### src/rtl/mem_access_aligner_if.sv
// Request/response bundle between the core and the memory access aligner.
// The master drives requests and out_ready; the slave is the aligner itself.
interface mem_access_aligner_if #(
  parameter int DATA_W = 32
);
  localparam int NB    = DATA_W / 8;
  localparam int OFF_W = $clog2(NB);

  logic              in_valid;
  logic              in_ready;
  logic              in_is_store;
  logic [1:0]        in_size;
  logic              in_unsigned;
  logic [OFF_W-1:0]  in_offset;
  logic [DATA_W-1:0] in_wdata;
  logic [DATA_W-1:0] in_rdata;

  logic              out_valid;
  logic              out_ready;
  logic [DATA_W-1:0] out_data;
  logic [NB-1:0]     out_byte_en;
  logic              out_misaligned;

  modport master (
    output in_valid, in_is_store, in_size, in_unsigned, in_offset,
           in_wdata, in_rdata, out_ready,
    input  in_ready, out_valid, out_data, out_byte_en, out_misaligned
  );

  modport slave (
    input  in_valid, in_is_store, in_size, in_unsigned, in_offset,
           in_wdata, in_rdata, out_ready,
    output in_ready, out_valid, out_data, out_byte_en, out_misaligned
  );
endinterface

### src/rtl/mem_access_aligner.sv
// Load extension / store lane positioning between data memory and write-back,
// with misalignment detection, a saturating error counter and a one-deep output register.
module mem_access_aligner #(
  parameter int DATA_W = 32,
  parameter int CNT_W  = 8
) (
  input  logic                clk,
  input  logic                rst_n,
  mem_access_aligner_if.slave bus,
  input  logic                err_clr,
  output logic [CNT_W-1:0]    err_count
);
  localparam int NB    = DATA_W / 8;
  localparam int OFF_W = $clog2(NB);
  localparam int SHW   = OFF_W + 3;

  logic              r_valid;
  logic [DATA_W-1:0] r_data;
  logic [NB-1:0]     r_byte_en;
  logic              r_misaligned;
  logic [CNT_W-1:0]  r_err_count;

  logic              w_accept;
  logic [3:0]        w_sz;
  logic [SHW-1:0]    w_shamt;
  logic              w_misaligned;
  logic              w_sign;
  logic [DATA_W-1:0] w_shifted;
  logic [DATA_W-1:0] w_load;
  logic [DATA_W-1:0] w_store_lanes;
  logic [DATA_W-1:0] w_store;
  logic [DATA_W-1:0] w_result;
  logic [NB-1:0]     w_byte_en;

  assign bus.in_ready = !r_valid || bus.out_ready;
  assign w_accept     = bus.in_valid && bus.in_ready;

  // Access size in bytes; a size wider than the bus or an offset not a multiple of it is illegal.
  assign w_sz         = 4'd1 << bus.in_size;
  assign w_shamt      = {bus.in_offset, 3'b000};
  assign w_misaligned = (w_sz > 4'(NB)) ||
                        ((4'(bus.in_offset) & (w_sz - 4'd1)) != 4'd0);
  assign w_shifted    = bus.in_rdata >> w_shamt;

  // NOTE: every signal written here gets a default first so no path leaves it unassigned (no latches).
  always_comb begin
    w_sign        = 1'b0;
    w_load        = '0;
    w_store_lanes = '0;
    w_byte_en     = '0;

    case (bus.in_size)
      2'b00:   w_sign = w_shifted[7];
      2'b01:   w_sign = w_shifted[15];
      2'b10:   w_sign = w_shifted[31];
      default: w_sign = w_shifted[DATA_W-1];
    endcase
    w_sign = w_sign && !bus.in_unsigned;

    // Lanes below the access size carry data; the rest take the extension (load) or zero (store).
    for (int i = 0; i < NB; i++) begin
      w_load[8*i +: 8]        = (4'(i) < w_sz) ? w_shifted[8*i +: 8] : {8{w_sign}};
      w_store_lanes[8*i +: 8] = (4'(i) < w_sz) ? bus.in_wdata[8*i +: 8] : 8'h00;
      w_byte_en[i]            = (4'(i) >= 4'(bus.in_offset)) &&
                                (4'(i) < (4'(bus.in_offset) + w_sz));
    end

    w_store  = w_store_lanes << w_shamt;
    w_result = bus.in_is_store ? w_store : w_load;

    if (w_misaligned) begin
      w_result  = '0;
      w_byte_en = '0;
    end
  end

  // NOTE: state updates use non-blocking assignments so every register samples pre-edge values.
  // NOTE: the result registers are reset too, since their value is visible on the outputs after reset.
  always_ff @(posedge clk or negedge rst_n) begin
    if (!rst_n) begin
      r_valid      <= 1'b0;
      r_data       <= '0;
      r_byte_en    <= '0;
      r_misaligned <= 1'b0;
    end else if (w_accept) begin
      r_valid      <= 1'b1;
      r_data       <= w_result;
      r_byte_en    <= w_byte_en;
      r_misaligned <= w_misaligned;
    end else if (bus.out_ready) begin
      r_valid      <= 1'b0;
    end
  end

  // Clear takes priority, but a misaligned accept in the same cycle still counts as the first event.
  always_ff @(posedge clk or negedge rst_n) begin
    if (!rst_n) begin
      r_err_count <= '0;
    end else if (err_clr) begin
      r_err_count <= (w_accept && w_misaligned) ? CNT_W'(1) : '0;
    end else if (w_accept && w_misaligned && (r_err_count != '1)) begin
      r_err_count <= r_err_count + CNT_W'(1);
    end
  end

  assign bus.out_valid      = r_valid;
  assign bus.out_data       = r_data;
  assign bus.out_byte_en    = r_byte_en;
  assign bus.out_misaligned = r_misaligned;
  assign err_count          = r_err_count;
endmodule

### src/flat_wrapper.sv
// flat-port wrapper written by rule: the top's interface ports become plain ports
module mem_access_aligner_flat 
#(
  parameter int DATA_W = 32,
  parameter int CNT_W  = 8
)
  (clk, rst_n, err_clr, err_count, bus_in_valid, bus_in_is_store, bus_in_size, bus_in_unsigned, bus_in_offset, bus_in_wdata, bus_in_rdata, bus_out_ready, bus_in_ready, bus_out_valid, bus_out_data, bus_out_byte_en, bus_out_misaligned);
  mem_access_aligner_if #(.DATA_W(DATA_W)) bus_i ();
  input  logic clk;
  input  logic rst_n;
  input  logic err_clr;
  output logic [CNT_W-1:0] err_count;
  input wire logic [$bits(bus_i.in_valid)-1:0] bus_in_valid;
  input wire logic [$bits(bus_i.in_is_store)-1:0] bus_in_is_store;
  input wire logic [$bits(bus_i.in_size)-1:0] bus_in_size;
  input wire logic [$bits(bus_i.in_unsigned)-1:0] bus_in_unsigned;
  input wire logic [$bits(bus_i.in_offset)-1:0] bus_in_offset;
  input wire logic [$bits(bus_i.in_wdata)-1:0] bus_in_wdata;
  input wire logic [$bits(bus_i.in_rdata)-1:0] bus_in_rdata;
  input wire logic [$bits(bus_i.out_ready)-1:0] bus_out_ready;
  output wire logic [$bits(bus_i.in_ready)-1:0] bus_in_ready;
  output wire logic [$bits(bus_i.out_valid)-1:0] bus_out_valid;
  output wire logic [$bits(bus_i.out_data)-1:0] bus_out_data;
  output wire logic [$bits(bus_i.out_byte_en)-1:0] bus_out_byte_en;
  output wire logic [$bits(bus_i.out_misaligned)-1:0] bus_out_misaligned;
  assign bus_i.in_valid = bus_in_valid;
  assign bus_i.in_is_store = bus_in_is_store;
  assign bus_i.in_size = bus_in_size;
  assign bus_i.in_unsigned = bus_in_unsigned;
  assign bus_i.in_offset = bus_in_offset;
  assign bus_i.in_wdata = bus_in_wdata;
  assign bus_i.in_rdata = bus_in_rdata;
  assign bus_i.out_ready = bus_out_ready;
  assign bus_in_ready = bus_i.in_ready;
  assign bus_out_valid = bus_i.out_valid;
  assign bus_out_data = bus_i.out_data;
  assign bus_out_byte_en = bus_i.out_byte_en;
  assign bus_out_misaligned = bus_i.out_misaligned;
  mem_access_aligner #(.DATA_W(DATA_W), .CNT_W(CNT_W)) u_core (.clk(clk), .rst_n(rst_n), .bus(bus_i), .err_clr(err_clr), .err_count(err_count));
endmodule
### config.mk
export PLATFORM = sky130hd
export DESIGN_NAME = mem_access_aligner_flat
export DESIGN_NICKNAME = d
export VERILOG_FILES = /design/src/rtl/mem_access_aligner_if.sv /design/src/rtl/mem_access_aligner.sv /design/src/flat_wrapper.sv
export SDC_FILE = /design/constraint.sdc
export NUM_CORES = 1
export LEC_CHECK = 0
export CAP_MARGIN = 5
export CORE_MARGIN = 2
export CORE_UTILIZATION = 50
export CTS_CLUSTER_SIZE = 40
export DETAILED_ROUTE_END_ITERATION = 16
export GPL_ROUTABILITY_DRIVEN = 0
export PLACE_DENSITY = 0.86
export SETUP_SLACK_MARGIN = 0.3
export SYNTH_ARGS = -nofsm -noshare
export SYNTH_HDL_FRONTEND = slang
export SYNTH_SLANG_ARGS = --single-unit
### constraint.sdc
create_clock -name clk -period 3.76 [get_ports clk]
set_input_delay 1.128 -clock clk [delete_from_list [all_inputs] [get_ports clk]]
set_output_delay 1.128 -clock clk [all_outputs]
set_load 0.05 [all_outputs]
==> flow_summary.yaml, run 1 <==
setup_path:
  r2r-start: "u_core.bus.out_valid"
  arrival_ns: 2.03
  worstSetupEndpointType: "output port"
  critPathLaunchType: "input port"
  reg2regPathDepth: 6
  crit_required_ns: 2.63
  r2r_slack_ns: 1.93
  path_class: "in -> out"
  r2r-end: "u_core.err_count[5]"
  worstPathMaxFanout: 5
global_routing:
  grt_antenna_before_repair: 0
  grt_pass1_wl_mm: 17.4
  grt_pass1_vias: 3512
  grt.overflow.total: 0
  grt_start_max_net_pins: 47
  grtUsageTotal_pct: 29.5
synthesis:
  synth.cell_area_um2: 3470
  ys_seq_area_share_pct: 33.2
  synth-edff-count: 0
  avgSynthCellArea_um2: 8.45
  synth_ff_type: "dfrtp_1"
  synth_nets: 489
  synthCells: 411
  ys_types: 56
  synth.ff_latch_count: 46
  yosysWarningCount: 0
  synthArstFlopShare_pct: 100
clock_network:
  ctsHoldBuffers: 0
  clock-sinks: 46
  post_cts_buffers: 0
  cts_tree: "yes"
  clk_pin_slew_ns: 0.10
  clk_latency_ns: 0.31
  cts_buffers: 5
  cts_resized: 0
  root_buffer: "clkbuf_8"
  htree_levels: 2
  clockBufferDepth: 2
finish:
  stdcell_count: 600
  syn_to_final_growth_pct: 38.3
  layout.nets: 597
  nFillCells: 540
  drive_above_1_share_pct: 8.08
  final_util_pct: 71.1
  final_cell_mix: "117 x clkdlybuf4s50_1, 54 x nand2_1, 46 x dfrtp_1"
  n_antenna_cell: 0
  final_common_cell: "clkdlybuf4s50_1"
route:
  dr.pass1.iters: 5
  wl_per_cell_um: 18.7
  drt_iter0_markers: 368
  drc: 0
  dr_total_vias: 3821
  via_per_inst: 6.37
  antenna_left: 0
  drt-total-wl_mm: 11.2
placed_design:
  numPortBuffers: 121
  dpl.cell_count: 592
  pre_cts_slack_ns: 0.559
  dpl.hpwl_mm: 8.51
floorplanning:
  die_area_um2: 7630
  core_area_um2: 6760
  start_util_pct: 51.4
  num_rows: 30
  die_w_um: 87.3
  ios: 122
  chipHeight_um: 87.3
timing:
  hold_ws_ns: 0.493
  rsz0062_at_grt: "no"
  period_share_pct: 84.1
  fmax_mhz: 316
  slew_violations: 0
  fin_crit_ns: 3.16
  skew_ns: 0.00742
  setup_viol: 0
  relSlewSlack_pct: 29.2
  setup_slack_ns: 0.597
  tightest_slew_ns: 1.06
  hold_viol: 0
  fin_setup_tns_ns: 0
pwr:
  vdd_drop_max_uv: 176
  p_leak_nw: 2.01
  power.density_nw_per_um2: 310
hold_path:
  holdPathEnd: "u_core.bus.out_data[27]"
  hold_path.class: "reg -> reg"
  holdCritStartpoint: "u_core.bus.out_data[27]"
  whs_path_depth: 2
status:
  outcome: "complete, no violations"
run:
  cap_violations: 0
[worst max-delay path by stage]
| stage | from | end | slack, ns | cells after the start |
|---|---|---|---|---|
| floorplan | bus_in_offset[1] | u_core.bus.out_byte_en[0] | 0.70 | 11 |
| global placement | bus_out_ready | bus_in_ready | 0.60 | 4 |
| detailed placement | bus_in_size[0] | u_core.err_count[5] | 0.56 | 8 |
| CTS | bus_out_ready | bus_in_ready | 0.59 | 4 |
| global route | bus_out_ready | bus_in_ready | 0.56 | 4 |
| finish | bus_out_ready | bus_in_ready | 0.60 | 4 |
[cells by family after synthesis]
kind of cell / share of synthesized area, %
AO/OA/AOI/OAI: 27.6
XOR/XNOR: 0.757
adder cells (fa/ha/maj): 1.08
buffers and inverters: 6.74
flip-flops: 33.2
multiplexers: 7.93
AND/OR/NAND/NOR: 22.7
[power breakdown]
| part | internal, mW | switching, mW |
|---|---|---|
| logic | 0.237 | 0.361 |
| registers | 0.536 | 0.0289 |
| clock network | 0.135 | 0.192 |
| total | 0.908 | 0.582 |
[through the flow]
stage | area (um^2) | power [mW]
2_1_floorplan | 3470 | 0.923
4_1_cts | 4800 | 1.49
3_5_place_dp | 4710 | 1.17
6_report | 4800 | 1.49
5_1_grt | 4800 | 1.55
3_3_place_gp | 4710 | 1.16
[synthesized netlist by cell type, types with 3 or more instances]
library cell  number  area [um^2]
dfrtp_1           46         1150
ha_1               3         37.5
o221ai_1           6         52.6
buf_4              7         52.6
a211o_1            8         70.1
mux2i_1           23          230
nor2_1             9         33.8
o31ai_1           27          203
o21ai_0           31          155
a21oi_1           26          130
nand4_1            9         56.3
or4_1              3         22.5
nand2b_1           6         37.5
a221o_1            9         90.1
clkbuf_1          14         52.6
nand2_1           54          203
nor2b_1           11         68.8
nand3_1           18         90.1
nor3_1            10         50.1
a32oi_1            7         61.3
and2_1             9         56.3
a21o_1             8         60.1
inv_1             15         56.3
buf_2             10         50.1
[critical path: stages]
cell and delay (ns):
clkdlybuf4s50_1 0.44, nor2b_4 0.17, inv_1 0.13, buf_12 0.17
[cell type report]
cell class	count	area [um^2]	share of cell area, %
Clock buffer	5	68.8	1.43
Clock inverter	3	25.0	0.521
Inverter	16	60.1	1.25
Multi-Input combinational cell	315	2090	43.4
Sequential cell	46	1150	24.0
Tap cell	80	100	2.08
Timing Repair Buffer	135	1310	27.3
[sequential cells by signal, summed over array words and instances, names as in the netlist]
name                       flops
u_core.bus.out_byte_en         4
u_core.bus.out_misaligned      1
u_core.err_count               8
u_core.bus.out_data           32
u_core.bus.out_valid           1
[per-layer routing]
metal	part of all wire [%]	track usage (%)
met1	40	37.7
met2	48	49.2
met3	8.6	4.08
met4	3.4	13.4
met5	0	0
(Power assumes the default switching activity.)
==> inputs of run 2 (changes only) <==
--- a/config.mk
+++ b/config.mk
@@ -7,11 +7,11 @@
 export LEC_CHECK = 0
 export CAP_MARGIN = 5
 export CORE_MARGIN = 2
-export CORE_UTILIZATION = 50
+export CORE_UTILIZATION = 46
 export CTS_CLUSTER_SIZE = 40
 export DETAILED_ROUTE_END_ITERATION = 16
 export GPL_ROUTABILITY_DRIVEN = 0
-export PLACE_DENSITY = 0.86
+export PLACE_DENSITY = 0.79
 export SETUP_SLACK_MARGIN = 0.3
 export SYNTH_ARGS = -nofsm -noshare
 export SYNTH_HDL_FRONTEND = slang
==> constraint.sdc (replaced) <==
create_clock -name clk -period 3 [get_ports clk]
set_input_delay 0.9 -clock clk [delete_from_list [all_inputs] [get_ports clk]]
set_output_delay 0.9 -clock clk [all_outputs]
set_load 0.05 [all_outputs]
==> flow_summary.yaml, run 2 (synthesis gave the netlist of run 1 again) <==
status:
  outcome: "complete, no violations"
placed_design:
  dpl.hpwl_mm: 9.16
  dpl.cell_count: 614
  post_dp_cell_area_um2: 4810
  pre_cts_slack_ns: 0.0337
  numPortBuffers: 121
clock_network:
  clockBufferDepth: 2
  clk_latency_ns: 0.31
  htree_levels: 2
  root_buffer: "clkbuf_8"
  cts_tree: "yes"
  cts_buffers: 5
  clk_pin_slew_ns: 0.08
  clock-sinks: 46
finish:
  largest_reg_flops: 32
  final_common_cell: "clkdlybuf4s50_1"
  n_antenna_cell: 0
  layout.nets: 601
  drive_above_1_share_pct: 9.16
  final_cell_mix: "117 x clkdlybuf4s50_1, 54 x nand2_1, 46 x dfrtp_1"
  final_util_pct: 67.6
  stdcell_count: 623
  fin_area_um2: 4930
  syn_to_final_growth_pct: 42.0
global_routing:
  grt_start_max_net_pins: 49
  grt.overflow.total: 0
  grt_antenna_before_repair: 0
  grtUsageTotal_pct: 28.7
  grt_pass1_wl_mm: 18.9
  grt_pass1_vias: 3597
timing:
  fin_crit_ns: 2.64
  fin_setup_tns_ns: 0
  slew_violations: 0
  skew_ns: 0.00639
  relSlewSlack_pct: 57.9
  fmax_mhz: 379
  rsz0062_at_grt: "yes"
  hold_viol: 0
  period_share_pct: 87.9
  hold_ws_ns: 0.497
  tightest_slew_ns: 0.627
  setup_viol: 0
  setup_slack_ns: 0.362
setup_path:
  crit_end: "bus_in_ready"
  critical-path-top-delay-family: "buffers and inverters"
  r2r_slack_ns: 1.28
  slowest_delay_ns: 0.45
  path_buf_inv: 3
  worstPathMaxFanout: 5
  crit_required_ns: 2.10
  r2r-end: "u_core.err_count[5]"
  path_class: "in -> out"
  worstSetupEndpointType: "output port"
  arrival_ns: 1.74
  r2r-start: "u_core.err_count[0]"
  worstPathCellList: "clkdlybuf4s50_1 -> nor2b_4 -> inv_2 -> buf_12"
  reg2regPathDepth: 5
  critPathLaunchType: "input port"
  crit_cells: 4
  crit_start: "bus_out_ready"
  cp_slowest_cell: "clkdlybuf4s50_1"
pwr:
  vdd_drop_max_uv: 169
  power.density_nw_per_um2: 396
  p_leak_nw: 2.06
  finalPower_mw: 1.95
route:
  wl_per_cell_um: 19.3
  via_per_inst: 6.20
  dr_total_vias: 3860
  antenna_left: 0
  drc: 0
  dr.pass1.iters: 6
  drt_iter0_markers: 448
  drt-total-wl_mm: 12.0
floorplanning:
  die_w_um: 90.9
  start_util_pct: 47.6
  num_rows: 31
  ios: 122
  core_area_um2: 7290
  chipHeight_um: 90.9
  die_area_um2: 8260
run:
  cap_violations: 0
hold_path:
  hold_path.class: "reg -> reg"
[run 2: cell count changes in the layout (fill, tap and decap cells not counted), sizes merged]
cell      previous run  this run
buf                 18        22
bufinv               0         1
clkinv               2         3
clkinvlp             1         0
inv                 16        15
[run 2: layer usage]
layer,wire length [um],track usage (%),up-vias
li1,-,-,1757
met1,4930,38.8,1828
met2,5590,44.9,243
met3,1160,6.43,32
met4,336,10.6,0
met5,0,0,-
[run 2: repair_timing]
item / 4_1_cts / 5_1_grt
gates cloned: 0 / 0
hold buffers: 0 / 0
buffers inserted: 1 / 0
endpoints found under the setup margin: 1 / 9
resized for setup: 1 / 1
[run 2: power breakdown]
part	total (mW)	switching, mW	internal [mW]
combinational	0.782	0.472	0.310
sequential	0.706	0.0339	0.672
clock	0.466	0.220	0.245
[run 2: worst register-to-register path, delay by kind of cell, from the launching register on]
| family | cells | cell delay (ns) |
|---|---|---|
| multiplexers | 1 | 0.29 |
| adder cells (fa/ha/maj) | 1 | 0.24 |
| flip-flops | 1 | 0.42 |
| AND/OR/NAND/NOR | 3 | 0.66 |
[run 2: worst min-delay path by stage]
stage | from | end | slack [ns] | cells past startpoint
after floorplan | rst_n | u_core.bus.out_byte_en[0] | 0.60 | 0
after global placement | u_core.bus.out_byte_en[2] | u_core.bus.out_byte_en[2] | 0.48 | 2
after detailed placement | u_core.bus.out_data[29] | u_core.bus.out_data[29] | 0.48 | 2
after CTS | u_core.bus.out_data[19] | u_core.bus.out_data[19] | 0.51 | 2
after global routing | u_core.bus.out_data[29] | u_core.bus.out_data[29] | 0.52 | 2
final | u_core.bus.out_data[7] | u_core.bus.out_data[7] | 0.50 | 2
[run 2: area by class of cell]
cell class	count	area, um^2
inverter	16	60.1
timing repair buffer	139	1390
tap	99	124
sequential	46	1150
clock inverter	3	40.0
multi-input combinational	315	2100
clock buffer	5	68.8
fill	636	2360
